## src/rtl/wr_dispatch_ctrl.sv

```systemverilog
// Write-side dispatcher: routes single-beat internal writes to FIFO, IRAM or
// WRAM, arbitrates the shared WRAM port against the compute core with a
// starvation guard, and returns one completion pulse per beat.
module wr_dispatch_ctrl #(
  parameter int unsigned ADDR_WIDTH   = 11,
  parameter int unsigned DATA_WIDTH   = 32,
  parameter int unsigned STRB_WIDTH   = 4,
  parameter int unsigned STARVE_LIMIT = 8,
  parameter int unsigned TIMEOUT      = 255
) (
  input  logic                  clk,
  input  logic                  rst,
  input  logic                  axi_wr_vld,
  input  logic [ADDR_WIDTH-1:0] axi_wr_addr,
  input  logic [DATA_WIDTH-1:0] axi_wr_data,
  input  logic [STRB_WIDTH-1:0] axi_wr_strb,
  input  logic [1:0]            axi_wr_region,
  output logic                  fifo_wr_done,
  output logic                  iram_wr_done,
  output logic                  wram_wr_done,
  output logic                  wr_err,
  output logic                  ovf_err,
  output logic                  fifo_wen,
  output logic [DATA_WIDTH-1:0] fifo_wdata,
  input  logic                  fifo_full,
  output logic                  iram_we,
  output logic [ADDR_WIDTH-1:0] iram_addr,
  output logic [DATA_WIDTH-1:0] iram_wdata,
  output logic [STRB_WIDTH-1:0] iram_wstrb,
  output logic                  wram_we,
  output logic [ADDR_WIDTH-1:0] wram_addr,
  output logic [DATA_WIDTH-1:0] wram_wdata,
  output logic [STRB_WIDTH-1:0] wram_wstrb,
  input  logic                  core_wram_req,
  input  logic [ADDR_WIDTH-1:0] core_wram_addr,
  input  logic [DATA_WIDTH-1:0] core_wram_wdata,
  input  logic [STRB_WIDTH-1:0] core_wram_wstrb,
  output logic                  core_wram_gnt
);

  localparam int unsigned CNT_W = 8;

  localparam logic [1:0] REG_FIFO = 2'd0;
  localparam logic [1:0] REG_IRAM = 2'd1;
  localparam logic [1:0] REG_WRAM = 2'd2;

  typedef enum logic [1:0] {ST_IDLE, ST_DISPATCH, ST_DONE} state_t;

  state_t                state;
  logic [ADDR_WIDTH-1:0] hold_addr;
  logic [DATA_WIDTH-1:0] hold_data;
  logic [STRB_WIDTH-1:0] hold_strb;
  logic [1:0]            hold_region;
  logic [CNT_W-1:0]      timeout_cnt;
  logic [CNT_W-1:0]      starve_cnt;

  logic in_disp_c, core_wins_c, axi_win_c, fifo_go_c, iram_go_c, timeout_c;

  // Per-cycle dispatch decisions decoded from the current state
  always_comb begin
    in_disp_c   = (state == ST_DISPATCH);
    core_wins_c = core_wram_req && (starve_cnt < CNT_W'(STARVE_LIMIT));
    axi_win_c   = in_disp_c && (hold_region == REG_WRAM) && !core_wins_c;
    fifo_go_c   = in_disp_c && (hold_region == REG_FIFO) && !fifo_full;
    iram_go_c   = in_disp_c && (hold_region == REG_IRAM);
    timeout_c   = (timeout_cnt >= CNT_W'(TIMEOUT));
  end

  // Write strobes and WRAM port mux; data buses idle at zero
  always_comb begin
    core_wram_gnt = core_wram_req && !axi_win_c && !rst;
    fifo_wen      = fifo_go_c;
    fifo_wdata    = fifo_go_c ? hold_data : '0;
    iram_we       = iram_go_c;
    iram_addr     = iram_go_c ? hold_addr : '0;
    iram_wdata    = iram_go_c ? hold_data : '0;
    iram_wstrb    = iram_go_c ? hold_strb : '0;
    wram_we       = axi_win_c || core_wram_gnt;
    wram_addr     = '0;
    wram_wdata    = '0;
    wram_wstrb    = '0;
    if (axi_win_c) begin
      wram_addr  = hold_addr;
      wram_wdata = hold_data;
      wram_wstrb = hold_strb;
    end else if (core_wram_gnt) begin
      wram_addr  = core_wram_addr;
      wram_wdata = core_wram_wdata;
      wram_wstrb = core_wram_wstrb;
    end
  end

  // FSM, holding registers, counters and registered done/error flags
  always_ff @(posedge clk or posedge rst) begin
    if (rst) begin
      state        <= ST_IDLE;
      hold_addr    <= '0;
      hold_data    <= '0;
      hold_strb    <= '0;
      hold_region  <= '0;
      timeout_cnt  <= '0;
      starve_cnt   <= '0;
      fifo_wr_done <= 1'b0;
      iram_wr_done <= 1'b0;
      wram_wr_done <= 1'b0;
      wr_err       <= 1'b0;
      ovf_err      <= 1'b0;
    end else begin
      fifo_wr_done <= 1'b0;
      iram_wr_done <= 1'b0;
      wram_wr_done <= 1'b0;
      wr_err       <= 1'b0;
      if (axi_wr_vld && (state != ST_IDLE)) ovf_err <= 1'b1;
      case (state)
        ST_IDLE: begin
          if (axi_wr_vld) begin
            hold_addr   <= axi_wr_addr;
            hold_data   <= axi_wr_data;
            hold_strb   <= axi_wr_strb;
            hold_region <= axi_wr_region;
            timeout_cnt <= '0;
            starve_cnt  <= '0;
            state       <= ST_DISPATCH;
          end
        end
        ST_DISPATCH: begin
          if (timeout_cnt != '1) timeout_cnt <= timeout_cnt + CNT_W'(1);
          case (hold_region)
            REG_FIFO: begin
              // A write that becomes possible in the timeout cycle still wins
              if (!fifo_full) begin
                fifo_wr_done <= 1'b1;
                state        <= ST_DONE;
              end else if (timeout_c) begin
                fifo_wr_done <= 1'b1;
                wr_err       <= 1'b1;
                state        <= ST_DONE;
              end
            end
            REG_IRAM: begin
              iram_wr_done <= 1'b1;
              state        <= ST_DONE;
            end
            REG_WRAM: begin
              if (!core_wins_c) begin
                wram_wr_done <= 1'b1;
                state        <= ST_DONE;
              end else begin
                starve_cnt <= starve_cnt + CNT_W'(1);
                if (timeout_c) begin
                  wram_wr_done <= 1'b1;
                  wr_err       <= 1'b1;
                  state        <= ST_DONE;
                end
              end
            end
            default: begin
              fifo_wr_done <= 1'b1;
              wr_err       <= 1'b1;
              state        <= ST_DONE;
            end
          endcase
        end
        ST_DONE: state <= ST_IDLE;
        default: state <= ST_IDLE;
      endcase
    end
  end

endmodule
```

## config.mk

```make
export PLATFORM = sky130hd
export DESIGN_NAME = wr_dispatch_ctrl
export DESIGN_NICKNAME = d
export VERILOG_FILES = /design/src/rtl/wr_dispatch_ctrl.sv
export SDC_FILE = /design/constraint.sdc
export NUM_CORES = 1
export LEC_CHECK = 0
export BUFFER_PORTS_ARGS = -buffer_cell sky130_fd_sc_hd__buf_4
export CAP_MARGIN = 20
export CORE_ASPECT_RATIO = 1.4
export CORE_UTILIZATION = 38
export DETAILED_ROUTE_END_ITERATION = 8
export PLACE_DENSITY = 0.73
export SYNTH_ARGS = -nofsm -noshare
export SYNTH_HDL_FRONTEND = slang
export SYNTH_SLANG_ARGS = --single-unit
```

## constraint.sdc

```tcl
create_clock -name clk -period 2.7 [get_ports clk]
set_clock_uncertainty 0.2 [all_clocks]
set_input_delay 0 -clock clk [delete_from_list [all_inputs] [get_ports clk]]
set_output_delay 0 -clock clk [all_outputs]
set_load 0.01 [all_outputs]
```

==> results.sh, run 1 <==
export IMPL_result_of_the_run="complete, no violations"
export IMPL_synth_sequential_area_ratio_pct=40.3
export IMPL_route_detailed_drc=0
export IMPL_overall_die_area_um2=12200
export IMPL_gp_congestion=0.914
export IMPL_yosys_most_used_dff="dfrtp_1"
export IMPL_grt_pass1_vias=4673
export IMPL_chip_height_um=130
export IMPL_clockRootBuffer="clkbuf_16"
export IMPL_hold_class="input pin to output port"
export IMPL_depth_of_the_worst_register_to_register_path=3
export IMPL_yosysUniqueCellTypes=36
export IMPL_dr_total_vias=4666
export IMPL_r2r_start="state[1]$_DFFE_PP0P_"
export IMPL_dp_slack_ps=692
export IMPL_top_count_cell_post_synth="dfrtp_1"
export IMPL_ir_drop_mv=0.496
export IMPL_worstSetupStartpointType="flop"
export IMPL_worst_path_max_fanout=47
export IMPL_drive_above_1_share_pct=41.7
export IMPL_netlist_area_um2=4470
export IMPL_grt_first_pass_wirelength_um=23200
export IMPL_p_leak_nw=4.10
export IMPL_yosys_warnings=0
export IMPL_setup_slack_ps=331
export IMPL_worst_ep_arrival_time_ps=2170
export IMPL_finalPower_mw=5.53
export IMPL_timing_worst_slew_pin_value_ps=873
export IMPL_avgViaCountPerCell=5.18
export IMPL_tritoncts_clock_tree="built"
export IMPL_finalWorstPathRequiredPeriod_ps=2370
export IMPL_critical_path_reg2reg_endpoint="hold_data[21]$_DFFE_PP0P_"
export IMPL_avg_cell_area_syn_um2=9.30
export IMPL_cts_reportedPaths_clkPinSlew_ps=60
export IMPL_ioPinCount=236
export IMPL_cts_path_max_buffers=2
export IMPL_report_final_slew_viol_count=0
export IMPL_core_region_area_um2=11400
export IMPL_area_occupied_by_multi_input_gates_um2=2300
export IMPL_num_antenna_cells=0
export IMPL_synth_area_leader_cell="dfrtp_1"
export IMPL_layout_filler_cells=926
export IMPL_setup_tns_final_ps=0
export IMPL_synthesis_nets=587
export IMPL_grt_setup_unrepaired="no"
export IMPL_startpoint="hold_region[0]$_DFFE_PP0P_"
export IMPL_largest_net_degree_at_the_start_of_global_routing=48
export IMPL_final_cells=900
export IMPL_dp_cells=832
export IMPL_timing_final_hold_violations=0
export IMPL_p_per_area_nw_per_um2=769
export IMPL_drtIter0Drc=174
export IMPL_timing_final_crit_share_pct=87.7
export IMPL_route_detailed_wl_per_inst_um=16.8
export IMPL_syn_instance_count=481
export IMPL_timing_critical_path_to="wram_wdata[27]"
export IMPL_maxClockFrequency_mhz=422
export IMPL_die_x_um=93.7
export IMPL_slew_headroom_pct=41.7
export IMPL_clk_latency_ps=330
export IMPL_synthToLayoutAreaGrowth_pct=60.6
export IMPL_std_cell_rows=46
export IMPL_routed_wire_length_um=15200
export IMPL_cts_made_buffers=9
export IMPL_ys_ff_latch=72
export IMPL_setup_viol_count_final=0
export IMPL_port_buffer_count=235
export IMPL_asyncSetResetFlopFracSynth_pct=100
export IMPL_reg2reg_slack_ps=670
export IMPL_utilization_pct=63.0
export IMPL_drtAntennaViolNets=0
export IMPL_ys_top_cells_by_area="dfrtp_1 40%, mux2_2 12%, mux2i_1 12%, and3_1 6.7%, nand2_1 5.0%"
export IMPL_htree_levels=3
export IMPL_gr_total_overflow=0
export IMPL_final_seq_area_um2=1800
export IMPL_global_route_usage_total_pct=24.5
export IMPL_worst_endpoint_required_ps=2500
export IMPL_floorplan_initialDensity_pct=39.3
export IMPL_cp_end_kind="output port"
export IMPL_dp_hpwl_um=10900
export IMPL_antenna_found_initial=0
export IMPL_cts_resized=0
export IMPL_synthDominantCellAreaShare_pct=40.3
export IMPL_synth_enable_flop_cells=0
export IMPL_clock_sinks=72
export IMPL_ys_top_cells_by_count="72 x dfrtp_1, 59 x nand2_1, 55 x inv_1"
export IMPL_design_final_nets=858
export IMPL_cap_viol_max_count=0
export IMPL_first_pass_iters=4
export IMPL_critPathKind="flop to output port"
## how the worst min path moves through the flow
stage	startpoint	to	slack [ps]	cells past startpoint
2_1_floorplan	fifo_full	fifo_wr_done$_DFF_PP0_	-100	1
3_3_place_gp	axi_wr_addr[1]	hold_addr[1]$_DFFE_PP0P_	30	2
3_5_place_dp	fifo_full	fifo_wr_done$_DFF_PP0_	30	2
4_1_cts	core_wram_addr[2]	wram_addr[2]	150	4
5_1_grt	core_wram_wdata[5]	wram_wdata[5]	170	4
6_report	core_wram_wdata[5]	wram_wdata[5]	150	4
## registers in the layout, indices dropped and copies added (netlist names), 2 cells and up
signal	cells
hold_addr	11
hold_data	32
hold_region	2
hold_strb	4
starve_cnt	8
state	2
timeout_cnt	8
## kinds of logic (layout without fill, tap and decap cells)
| family | after synthesis | after routing | synth area share (%) |
|---|---|---|---|
| AND/OR/NAND/NOR | 180 | 180 | 21.3 |
| multiplexers | 103 | 103 | 24.4 |
| buffers and inverters | 95 | 370 | 8.70 |
| flip-flops | 72 | 72 | 40.3 |
| AO/OA/AOI/OAI | 26 | 26 | 3.94 |
| adder cells (fa/ha/maj) | 5 | 5 | 1.40 |
## cell usage in the layout, fill, tap and decap left out, types with 5 or more instances in the layout
cell,n
dfrtp_1,72
mux2_2,49
and2_1,7
o211ai_1,5
dlygate4sd3_1,53
clkbuf_16,9
and3_1,48
nand2_1,59
nor3_1,34
ha_1,5
inv_1,54
nor2b_1,5
mux2i_1,54
o21ai_0,6
buf_4,244
## critical path, cell delays in order, from the launching register on
cell     delay (ps)
dfrtp_1         420
inv_1           100
ha_1            190
inv_1            90
a211o_2         370
buf_12          210
mux2i_1         250
buf_4           160
## area by class of cell
| cell class | count | share of cell area [%] |
|---|---|---|
| clock buffer | 13 | 3.62 |
| timing repair buffer | 300 | 33.7 |
| multi-input combinational | 314 | 32.0 |
| tap | 144 | 2.51 |
| inverter | 55 | 2.87 |
| clock inverter | 2 | 0.209 |
| sequential | 72 | 25.1 |
## per-layer routing
layer | share of wire (%) | GRT usage [%]
met1 | 37 | 26.1
met2 | 53 | 46.2
met3 | 6.0 | 4.17
met4 | 3.5 | 12.1
met5 | 0 | 0
## power by group
part	internal, mW	total [mW]	leakage [nW]	switching [mW]
logic	1.23	2.57	3.09	1.34
clock network	0.667	1.09	0.128	0.422
registers	1.52	1.87	0.882	0.357
## timing repair
item                      4_1_cts  5_1_grt
hold endpoints to repair       99        0
hold buffers                   53        0
setup buffers                   0        0
## stage by stage
step | hold WS, ps | instance area (µm²)
2_1_floorplan | -97.2 | 4470
3_3_place_gp | 33.2 | 6380
3_5_place_dp | 34.4 | 6380
4_1_cts | 150 | 7180
5_1_grt | 166 | 7180
6_report | 146 | 7180
(Power assumes the default switching activity.)
==> run 2, diff against run 1 <==
- ABC_AREA: unset -> 1
- GPL_ROUTABILITY_DRIVEN: unset -> 0
- PLACE_DENSITY: 0.73 -> 0.75
==> run 2 against run 1 <==
  * Sequential power decreased by 13%
  * Via count increased by 0.54%
  * Non-clock buffer count decreased by 4
  * Global-route usage increased by 0.91 points
  * Register-to-register slack improved by 150 ps
  * Combinational power decreased by 19%
  * First-iteration DRC count increased by 63%
  * Design area decreased by 7.6%
  * Largest cell class unchanged
  * Highest routed layer unchanged
==> results.sh, run 2 <==
export IMPL_result_of_the_run="complete, no violations"
export IMPL_largest_net_degree_at_the_start_of_global_routing=79
export IMPL_r2r_start="hold_region[0]$_DFFE_PP0P_"
export IMPL_grt_setup_unrepaired="no"
export IMPL_timing_final_hold_violations=0
export IMPL_dr_total_vias=4691
export IMPL_design_final_nets=942
export IMPL_cts_resized=0
export IMPL_tritoncts_clock_tree="built"
export IMPL_hold_class="input pin to flop"
export IMPL_gr_total_overflow=0
export IMPL_avgViaCountPerCell=4.79
export IMPL_htree_levels=3
export IMPL_grt_pass1_vias=4290
export IMPL_timing_worst_slew_pin_value_ps=817
export IMPL_timing_final_crit_share_pct=93.1
export IMPL_ioPinCount=236
export IMPL_synthDominantCellAreaShare_pct=44.9
export IMPL_slew_headroom_pct=45.3
export IMPL_grt_first_pass_wirelength_um=21000
export IMPL_cts_reportedPaths_clkPinSlew_ps=50
export IMPL_fin_area_um2=6640
export IMPL_antenna_found_initial=0
export IMPL_report_final_slew_viol_count=0
export IMPL_ys_ff_latch=72
export IMPL_worst_ep_arrival_time_ps=2310
export IMPL_top_count_cell_post_synth="nand2_1"
export IMPL_setup_tns_final_ps=0
export IMPL_yosys_warnings=0
export IMPL_holdPathStages=7
export IMPL_cts_made_buffers=9
export IMPL_synth_area_leader_cell="dfrtp_1"
export IMPL_worstSetupStartpointType="flop"
export IMPL_asyncSetResetFlopFracSynth_pct=100
export IMPL_drtIter0Drc=284
export IMPL_utilization_pct=64.5
export IMPL_synth_sequential_area_ratio_pct=44.9
export IMPL_first_pass_iters=4
export IMPL_regMostFlops="hold_data"
export IMPL_syn_instance_count=559
export IMPL_route_detailed_drc=0
export IMPL_cp_end_kind="output port"
export IMPL_cts_setup_buffers=0
export IMPL_netlist_area_um2=4010
export IMPL_mostFrequentLayoutCell="buf_4"
export IMPL_drtAntennaViolNets=0
export IMPL_layout_top_registers="hold_data x32, hold_addr x11"
export IMPL_yosys_most_used_dff="dfrtp_1"
export IMPL_cts_path_max_buffers=2
export IMPL_chip_height_um=124
export IMPL_cap_viol_max_count=0
export IMPL_p_leak_nw=3.48
export IMPL_port_buffer_count=235
export IMPL_worst_path_max_fanout=23
export IMPL_layout_common_cells="243 x buf_4, 137 x nand2_1, 108 x nor2_1"
export IMPL_depth_of_the_worst_register_to_register_path=7
export IMPL_core_region_area_um2=10300
export IMPL_avg_cell_area_syn_um2=7.17
export IMPL_ir_drop_mv=0.425
export IMPL_largest_reg_flops=32
export IMPL_route_detailed_wl_per_inst_um=14.7
export IMPL_num_antenna_cells=0
export IMPL_overall_die_area_um2=11000
export IMPL_critPathKind="flop to output port"
export IMPL_drive_above_1_share_pct=32.6
export IMPL_synthesis_nets=665
export IMPL_routed_wire_length_um=14400
export IMPL_die_x_um=88.8
export IMPL_finalPower_mw=4.88
export IMPL_layout_filler_cells=854
export IMPL_yosysUniqueCellTypes=29
export IMPL_setup_viol_count_final=0
export IMPL_worst_endpoint_required_ps=2500
export IMPL_synth_enable_flop_cells=0
export IMPL_instance_area_after_placement_um2=5820
export IMPL_dp_hpwl_um=10500
export IMPL_p_per_area_nw_per_um2=736
export IMPL_maxClockFrequency_mhz=398
export IMPL_worst_hold_slack_ps=88.8
export IMPL_finalWorstPathRequiredPeriod_ps=2510
export IMPL_worst_hold_startpoint="core_wram_req"
export IMPL_ys_top_cells_by_count="138 x nand2_1, 108 x nor2_1, 78 x o21ai_0"
export IMPL_clock_sinks=72
export IMPL_ys_top_cells_by_area="dfrtp_1 45%, nand2_1 13%, nor2_1 10%, o21ai_0 9.7%, inv_1 6.2%"
export IMPL_clockRootBuffer="clkbuf_16"
export IMPL_global_route_usage_total_pct=25.4
export IMPL_startpoint="hold_region[0]$_DFFE_PP0P_"
export IMPL_std_cell_rows=44
export IMPL_synthToLayoutAreaGrowth_pct=65.5
export IMPL_clk_latency_ps=320
export IMPL_floorplan_initialDensity_pct=38.9
[run 2: cell families after synthesis]
| group | synth area share, % |
|---|---|
| DFF | 44.9 |
| xor gates and xnor gates | 0.874 |
| and+or+nand+nor | 26.5 |
| buffers and inverters | 12.0 |
| AOI/OAI and AO/OA | 14.1 |
| adders and majority gates | 1.56 |
[run 2: area by class of cell]
type                    count  area [µm²]  share of cell area [%]
clock buffers              13         260                    3.92
clock inverters             3        40.0                   0.603
inverters                  71         267                    4.02
multi-input cells         386        1730                    26.1
flip-flops and latches     72        1800                    27.1
well taps                 138         173                    2.60
repair buffers            296        2360                    35.6
[run 2: final timing paths]
| check | endpoint | slack, ps |
|---|---|---|
| max | wram_wdata[0] | 190 |
| min | starve_cnt[0]$_DFFE_PP0P_ | 90 |
| max reg2reg | wram_wr_done$_DFF_PP0_ | 820 |
| min reg2reg | ovf_err$_DFFE_PP0P_ | 290 |
| max in group asynchronous | hold_data[10]$_DFFE_PP0P_ | 1410 |
| min in group asynchronous | timeout_cnt[1]$_DFFE_PP0P_ | 140 |
[run 2: worst max-delay path, stage by stage, from the launching register on]
cell and delay (ps):
dfrtp_1 350, inv_1 90, ha_1 260, inv_2 100
nor2_4 50, nand2_4 60, nand2_2 50, inv_2 330
buf_4 320, nand2_1 90, o21ai_0 110, buf_4 170
[run 2: routing by layer]
metal	up-vias	GRT usage (%)	share of wire, %
met2	225	43.8	50
met5	-	0	0
li1	2273	-	-
met3	21	5.47	8.5
met1	2172	31.9	40
met4	0	6.85	1.6
[run 2: metrics by stage]
stage / cells / worst slack [ps]
after global placement: 911 / 649
final: 979 / 187
after CTS: 979 / 209
after global routing: 979 / 25.9
after detailed placement: 911 / 580
after floorplan: 559 / 675
[run 2: report_power, final]
group / switching, mW / internal [mW] / leakage [nW] / total, mW
clock network: 0.419 / 0.763 / 0.150 / 1.18
logic: 1.32 / 0.755 / 2.41 / 2.08
registers: 0.141 / 1.48 / 0.914 / 1.62
total: 1.88 / 3.00 / 3.48 / 4.88
[run 2: timing repair]
action                                  CTS  global route
hold buffers                             52             0
endpoints found under the setup margin    0             0
endpoints found under the hold margin    88             0
==> run 3, diff against run 2 <==
- PLACE_DENSITY: 0.75 -> unset
- PLACE_DENSITY_LB_ADDON: unset -> 0.05
==> run 3 against run 2 <==
  * Largest cell class unchanged
  * Design area about the same
  * Critical endpoint is now wram_wdata[16]
  * Clock power about the same
  * Non-clock buffer count down 2
  * Die area unchanged
==> results.sh, run 3 (same netlist as run 2, synthesis figures left out) <==
export IMPL_result_of_the_run="complete, no violations"
export IMPL_p_per_area_nw_per_um2=735
export IMPL_cts_made_buffers=9
export IMPL_grt_pass1_vias=4109
export IMPL_htree_levels=3
export IMPL_timing_final_hold_violations=0
export IMPL_clockRootBuffer="clkbuf_16"
export IMPL_cts_resized=0
export IMPL_instance_area_after_placement_um2=5810
export IMPL_largest_net_degree_at_the_start_of_global_routing=50
export IMPL_largest_reg_flops=32
export IMPL_worstSetupStartpointType="flop"
export IMPL_mostFrequentLayoutCell="buf_4"
export IMPL_clock_sinks=72
export IMPL_port_buffer_count=235
export IMPL_synthToLayoutAreaGrowth_pct=65.6
export IMPL_worst_path_max_fanout=48
export IMPL_timing_final_crit_share_pct=93.7
export IMPL_antenna_found_initial=0
export IMPL_cap_viol_max_count=0
export IMPL_layout_top_registers="hold_data x32, hold_addr x11"
export IMPL_finalWorstPathRequiredPeriod_ps=2530
export IMPL_fin_area_um2=6640
export IMPL_global_route_usage_total_pct=24.6
export IMPL_grt_setup_unrepaired="no"
export IMPL_dp_hpwl_um=9680
export IMPL_floorplan_initialDensity_pct=38.9
export IMPL_slew_headroom_pct=43.7
export IMPL_drtAntennaViolNets=0
export IMPL_p_leak_nw=3.47
export IMPL_critPathKind="flop to output port"
export IMPL_setup_tns_final_ps=0
export IMPL_drtIter0Drc=254
export IMPL_die_x_um=88.8
export IMPL_utilization_pct=64.5
export IMPL_route_detailed_drc=0
export IMPL_layout_filler_cells=905
export IMPL_maxClockFrequency_mhz=395
export IMPL_worst_ep_arrival_time_ps=2330
export IMPL_worst_endpoint_required_ps=2500
export IMPL_num_antenna_cells=0
export IMPL_chip_height_um=124
export IMPL_overall_die_area_um2=11000
export IMPL_dr_total_vias=4578
export IMPL_hold_class="input pin to flop"
export IMPL_area_occupied_by_multi_input_gates_um2=1730
export IMPL_routed_wire_length_um=13700
export IMPL_timing_worst_slew_pin_value_ps=843
export IMPL_report_final_slew_viol_count=0
export IMPL_avgViaCountPerCell=4.69
export IMPL_core_region_area_um2=10300
export IMPL_route_detailed_wl_per_inst_um=14.0
export IMPL_std_cell_rows=44
export IMPL_design_final_nets=940
export IMPL_cts_path_max_buffers=2
export IMPL_regMostFlops="hold_data"
export IMPL_ir_drop_mv=0.676
export IMPL_clk_latency_ps=330
export IMPL_layout_common_cells="240 x buf_4, 137 x nand2_1, 108 x nor2_1"
export IMPL_final_seq_area_um2=1800
export IMPL_setup_viol_count_final=0
export IMPL_cts_reportedPaths_clkPinSlew_ps=60
export IMPL_first_pass_iters=5
export IMPL_gr_total_overflow=0
export IMPL_grt_first_pass_wirelength_um=20400
export IMPL_drive_above_1_share_pct=32.7
export IMPL_tritoncts_clock_tree="built"
export IMPL_ioPinCount=236
export IMPL_cp_end_kind="output port"
## run 3: cell count changes in the layout (fill, tap and decap cells not counted)
cell and change:
clkinvlp_4 +2, clkinv_2 -1, buf_4 -3, clkinv_4 +1, clkbuf_1 -2, inv_6 +1, clkbuf_8 -1, buf_12 +1
## run 3: path summary, 6_finish.rpt
check | from | endpoint | slack [ps] | depth (start not counted)
max | hold_region[0]$_DFFE_PP0P_ | wram_wdata[16] | 170 | 10
min | core_wram_req | starve_cnt[0]$_DFFE_PP0P_ | 50 | 7
max reg2reg | state[1]$_DFFE_PP0P_ | hold_data[13]$_DFFE_PP0P_ | 720 | 5
min reg2reg | ovf_err$_DFFE_PP0P_ | ovf_err$_DFFE_PP0P_ | 280 | 1
max in group asynchronous | rst | hold_addr[0]$_DFFE_PP0P_ | 1420 | 4
min in group asynchronous | rst | hold_data[31]$_DFFE_PP0P_ | 220 | 3
## run 3: what timing repair did
item	in CTS	in global routing
hold buffers	52	0
hold endpoints to repair	94	0
buffers inserted	0	0
## run 3: power breakdown
group          internal [mW]  switching (mW)
sequential              1.48           0.128
clock                  0.743           0.457
combinational          0.757            1.31
total                   2.98            1.90
## run 3: through the flow
stage               total power, mW  setup slack, ps  cells  hold WS [ps]
finish                         4.88              170    977          52.2
global route                   5.25             16.3    977           102
CTS                            4.92              169    977          47.2
detailed placement             3.63              538    909          16.9
global placement               3.58              617    909          8.61
floorplan                      2.85              675    559         -85.3
## run 3: cell type report
type	count	share of cell area, %
inverter	71	4.01
timing repair buffer	294	35.6
clock buffer	10	3.60
sequential	72	27.1
tap	138	2.60
clock inverter	6	1.02
multi-input combinational	386	26.1
## run 3: per-layer routing
layer  global-route usage [%]  part of all wire, %
met5                        0                    0
met4                     12.3                  2.7
met3                     3.81                  6.5
met2                     42.8                   52
met1                     29.1                   39
## run 3: critical path, stage by stage, from the launching register on
cell and delay [ps]:
dfrtp_1 350, inv_1 100, ha_1 270, inv_2 110, nor2_4 50, nand2_4 60
nand2_2 60, inv_2 610, nand2_1 120, o21ai_1 120, buf_4 140
